[src/rtl/alu_pkg.sv]
// Shared ALU datapath definitions.
// Provides the datapath word width, the result/status bundle type and the
// occupancy encoding used by the 2-entry skid buffer. All ALU execution units
// share these definitions.
package alu_pkg;

  localparam int unsigned ALU_WIDTH = 16;

  typedef logic [ALU_WIDTH-1:0] word_t;

  typedef struct packed {
    word_t res;
    logic  zero;
    logic  neg;
  } alu_result_t;

  // Occupancy of the 2-entry skid buffer.
  typedef enum logic [1:0] {
    SKID_EMPTY = 2'd0,  // nothing held
    SKID_MAIN  = 2'd1,  // main register valid, skid register empty
    SKID_FULL  = 2'd2   // main and skid registers both valid
  } skid_state_t;

endpackage

[src/rtl/alu_skid_buffer.sv]
// Two-entry valid/ready skid buffer: a main (output) register plus a skid
// register.
// Ports:
//   clk, rst_n           clock, asynchronous active-low reset
//   in_valid / in_ready  upstream handshake; in_ready is !skid_full
//   in_data  [W]         payload accepted on an input transfer
//   out_valid/out_ready  downstream handshake
//   out_data [W]         payload in the main register (zero after reset)
module alu_skid_buffer
  import alu_pkg::*;
#(
  parameter int unsigned W = 18
) (
  input  logic         clk,
  input  logic         rst_n,
  input  logic         in_valid,
  output logic         in_ready,
  input  logic [W-1:0] in_data,
  output logic         out_valid,
  input  logic         out_ready,
  output logic [W-1:0] out_data
);

  skid_state_t state, state_next;
  logic [W-1:0] main_q, skid_q;
  logic         in_xfer, out_xfer;
  logic         load_main_in, load_main_skid, load_skid;

  // Both handshake outputs come straight from the state register.
  assign in_ready  = (state != SKID_FULL);
  assign out_valid = (state != SKID_EMPTY);
  assign out_data  = main_q;

  assign in_xfer  = in_valid && in_ready;
  assign out_xfer = out_valid && out_ready;

  always_comb begin
    state_next     = state;
    load_main_in   = 1'b0;
    load_main_skid = 1'b0;
    load_skid      = 1'b0;
    case (state)
      SKID_EMPTY: begin
        if (in_xfer) begin
          load_main_in = 1'b1;
          state_next   = SKID_MAIN;
        end
      end
      SKID_MAIN: begin
        if (in_xfer && out_xfer) begin
          // Pass-through: main is replaced, skid stays unused.
          load_main_in = 1'b1;
        end else if (in_xfer) begin
          load_skid  = 1'b1;
          state_next = SKID_FULL;
        end else if (out_xfer) begin
          state_next = SKID_EMPTY;
        end
      end
      SKID_FULL: begin
        // in_ready is low here, so only a drain can happen.
        if (out_xfer) begin
          load_main_skid = 1'b1;
          state_next     = SKID_MAIN;
        end
      end
      default: state_next = SKID_EMPTY;
    endcase
  end

  always_ff @(posedge clk or negedge rst_n) begin
    if (!rst_n) begin
      state <= SKID_EMPTY;
    end else begin
      state <= state_next;
    end
  end

  always_ff @(posedge clk or negedge rst_n) begin
    if (!rst_n) begin
      main_q <= '0;
      skid_q <= '0;
    end else begin
      if (load_main_in) begin
        main_q <= in_data;
      end else if (load_main_skid) begin
        main_q <= skid_q;
      end
      if (load_skid) begin
        skid_q <= in_data;
      end
    end
  end

endmodule

[src/rtl/bitwise_or.sv]
// Registered bitwise-OR execution unit with zero/negative status flags.
// The OR result and its flags are formed combinationally and registered
// together through a 2-entry skid buffer (1-cycle latency, full throughput).
// Ports:
//   clk, rst_n           clock, asynchronous active-low reset
//   in_valid / in_ready  operand handshake
//   A, B [WIDTH]         operands
//   out_valid/out_ready  result handshake
//   out [WIDTH]          A | B
//   zero                 out == 0
//   neg                  out[WIDTH-1]
module bitwise_or
  import alu_pkg::*;
#(
  parameter int unsigned WIDTH = ALU_WIDTH
) (
  input  logic             clk,
  input  logic             rst_n,
  input  logic             in_valid,
  output logic             in_ready,
  input  logic [WIDTH-1:0] A,
  input  logic [WIDTH-1:0] B,
  output logic             out_valid,
  input  logic             out_ready,
  output logic [WIDTH-1:0] out,
  output logic             zero,
  output logic             neg
);

  logic [WIDTH-1:0] res;
  logic             res_zero, res_neg;
  logic [WIDTH+1:0] payload_in, payload_out;

  assign res        = A | B;
  assign res_zero   = (res == '0);
  assign res_neg    = res[WIDTH-1];
  assign payload_in = {res, res_zero, res_neg};

  alu_skid_buffer #(
    .W(WIDTH + 2)
  ) u_skid (
    .clk      (clk),
    .rst_n    (rst_n),
    .in_valid (in_valid),
    .in_ready (in_ready),
    .in_data  (payload_in),
    .out_valid(out_valid),
    .out_ready(out_ready),
    .out_data (payload_out)
  );

  assign {out, zero, neg} = payload_out;

endmodule

[config.mk]
export PLATFORM = sky130hd
export DESIGN_NAME = bitwise_or
export DESIGN_NICKNAME = d
export VERILOG_FILES = /design/src/rtl/alu_pkg.sv /design/src/rtl/alu_skid_buffer.sv /design/src/rtl/bitwise_or.sv
export SDC_FILE = /design/constraint.sdc
export NUM_CORES = 1
export LEC_CHECK = 0
export CAP_MARGIN = 20
export CORE_MARGIN = 2
export CORE_UTILIZATION = 48
export DETAILED_ROUTE_END_ITERATION = 10
export HOLD_SLACK_MARGIN = 0.03
export PLACE_DENSITY = 0.95
export SLEW_MARGIN = 10
export SYNTH_ARGS = -nofsm -noshare
export SYNTH_HDL_FRONTEND = slang
export SYNTH_SLANG_ARGS = --single-unit
[constraint.sdc]
create_clock -name clk -period 2.8 [get_ports clk]
set_input_delay 0.7 -clock clk [delete_from_list [all_inputs] [get_ports clk]]
set_output_delay 0.7 -clock clk [all_outputs]
set_load 0.005 [all_outputs]
==> impl_metrics.yaml <==
sta:
  clock_skew_ns: 0.005603
  fmax_ghz: 0.4371
  fin_hold_ws_ns: 0.4130
  rsz0062_at_grt: "no"
  fin_crit_ns: 2.288
  hold_viol: 0
  fin_tns_setup_ns: 0
  finalCritPeriodShare_pct: 81.71
  worst_pin_slew_ns: 0.7686
  setup_violations: 0
  slew_headroom_pct: 48.76
  slew_viol_final: 0
yosys:
  synth_cells: 159
  yosysTopAreaCellShare_pct: 53.89
  ys.warnings.count: 0
  yosysUniqueCellTypes: 22
  synth_edf_count: 0
  yosysTopAreaCell: "dfrtp_1"
  synth_nets: 195
  synth_area_um2: 1672
  netlist_top_cells_count: "nor2_1 (48), dfrtp_1 (36), a21oi_1 (32)"
  synthTopCellsByArea: "dfrtp_1 (54%), nor2_1 (11%), a21oi_1 (9.6%)"
  synth-main-ff-cell: "dfrtp_1"
  ys_seq_area_share_pct: 53.89
  async_reset_ff_share_pct: 100.0
  synth-seq-cells: 36
  syn_avg_cell_area_um2: 10.51
  synth.most_common_cell: "nor2_1"
routing:
  vias: 1323
  post_drt_wl_per_cell_um: 13.08
  vias_per_cell: 5.030
  drt_iter0_markers: 45
  drt_first_pass_iters: 4
  drt_wl_total_um: 3439
  drc: 0
  final_antenna_net_count: 0
min_path:
  min_path_type: "input pin to async pin"
clock_tree:
  cts_buffers: 5
  post_cts_resized: 0
  h-tree-depth: 2
  cts_root_buffer: "clkbuf_4"
  path_clk_slew_ns: 0.11
  clk_latency_ns: 0.35
  cts_setup_buffers: 0
  cts_sinks: 36
  cts_max_path_buffers: 2
  hold_buffers: 0
  tritoncts: "built"
grt:
  grt_pass1_wl_um: 5892
  grt_overflow_total: 0
  grtUsageTotal_pct: 19.24
  first_global_vias: 1304
  grt_max_degree: 37
  grt_antenna_before_repair: 0
pwr:
  leakagePower_nw: 0.9721
  p_total_w: 0.001607
  cellPowerDensity_nw_per_um2: 697.1
  ir_drop_v: 0.0003777
worst_setup_path:
  worstSetupStartpointType: "register"
  cp.arrival_ns: 1.59
  worst-path-max-fanout: 6
  cp.required_ns: 2.10
  timing.critical_path.to_type: "primary output"
  critPathKind: "register to primary output"
placed_design:
  portBuffers: 55
  placed_cell_area_um2: 2243
  gp_congestion: 0.7751
  dp_cells: 255
  dp_hpwl_um: 2541
floorplan:
  core-area_um2: 3337
  rows: 21
  ios: 56
  initial_core_util_pct: 50.09
  die-area_um2: 3970
  die_w_um: 63.01
  die_y_um: 63.01
status:
  status: "completed"
layout:
  syn2layout_area_growth_pct: 37.87
  final_nets: 252
  final_area_um2: 2305
  instances_no_fill: 263
  antennaDiodeCount: 0
  layout-drive-gt1-share_pct: 16.59
run:
  drv_cap: 0
[sequential cells by signal, indices dropped and copies added (netlist names)]
signal           count
u_skid.out_data     17
u_skid.skid_q       17
u_skid.state         2
[metrics by stage]
step | utilization [%] | worst slack, ns
2_1_floorplan | - | 1.161
3_3_place_gp | 67.23 | 0.5493
3_5_place_dp | 67.23 | 0.5086
4_1_cts | 69.07 | 0.4986
5_1_grt | 69.07 | 0.4588
6_report | 69.07 | 0.5122
[kinds of logic (layout without fill, tap and decap cells)]
family                 count (synthesis)  count (layout)  share of synthesized area, %
buffers and inverters                  9              67                         3.668
flip-flops                            36              36                         53.89
multiplexers                          18              18                         13.85
AND/OR/NAND/NOR                       60              60                         17.29
XOR/XNOR                               1               1                        0.5240
AO/OA/AOI/OAI                         35              35                         10.78
[critical path, stage by stage (launching register included)]
cell             delay (ns)
dfrtp_1                0.48
or2_2                  0.32
clkdlybuf4s50_1        0.44
[cells in the final DEF (no fill, tap or decap)]
master	count
nand4_1	4
buf_4	4
clkdlybuf4s50_1	54
nor4_1	1
a21o_1	1
mux2_2	9
and3b_2	1
mux2_4	8
or2b_1	1
nor2_2	1
clkinv_2	2
nor2b_2	1
o21ai_0	1
nor3b_4	1
a21oi_1	32
or2_2	1
dfrtp_1	36
o21bai_1	1
nor2_1	48
nand3b_4	1
clkbuf_8	1
clkbuf_4	5
mux2i_1	1
buf_2	1
xnor2_1	1
[worst paths after layout]
kind,cells past startpoint,to,start,slack [ns]
worst min register to register,1,u_skid.skid_q[1]$_DFFE_PN0P_,u_skid.skid_q[1]$_DFFE_PN0P_,0.51
worst max register to register,4,u_skid.out_data[13]$_DFFE_PN0P_,u_skid.state[1]$_DFFE_PN0P_,1.29
worst min-delay path,1,u_skid.out_data[5]$_DFFE_PN0P_,rst_n,0.41
worst max-delay path,2,out_valid,u_skid.state[1]$_DFFE_PN0P_,0.51
min in group clk,1,u_skid.skid_q[1]$_DFFE_PN0P_,u_skid.skid_q[1]$_DFFE_PN0P_,0.51
max in group asynchronous,1,u_skid.out_data[16]$_DFFE_PN0P_,rst_n,1.90
[final cells by class]
cell class,count,area (µm²)
repair buffers,59,575.6
clock inverters,2,10.01
well taps,46,57.56
fillers,256,1032
multi-input cells,114,709.4
flip-flops and latches,36,900.9
clock buffers,6,51.30
[report_power, final]
group | internal (W) | leakage (nW) | switching [W]
registers | 0.000681 | 0.381 | 0.0000922
logic | 0.000335 | 0.553 | 0.000209
clock network | 0.000119 | 0.0380 | 0.000170
[routing by layer]
layer | part of all wire [%] | up-vias | GRT usage, %
met1 | 44 | 620 | 24.05
met3 | 5.6 | 6 | 6.847
met4 | 1.2 | 0 | 7.222
met2 | 49 | 40 | 30.59
li1 | - | 657 | -
met5 | 0 | - | 0
No activity file was read; power rests on OpenSTA's default activity.
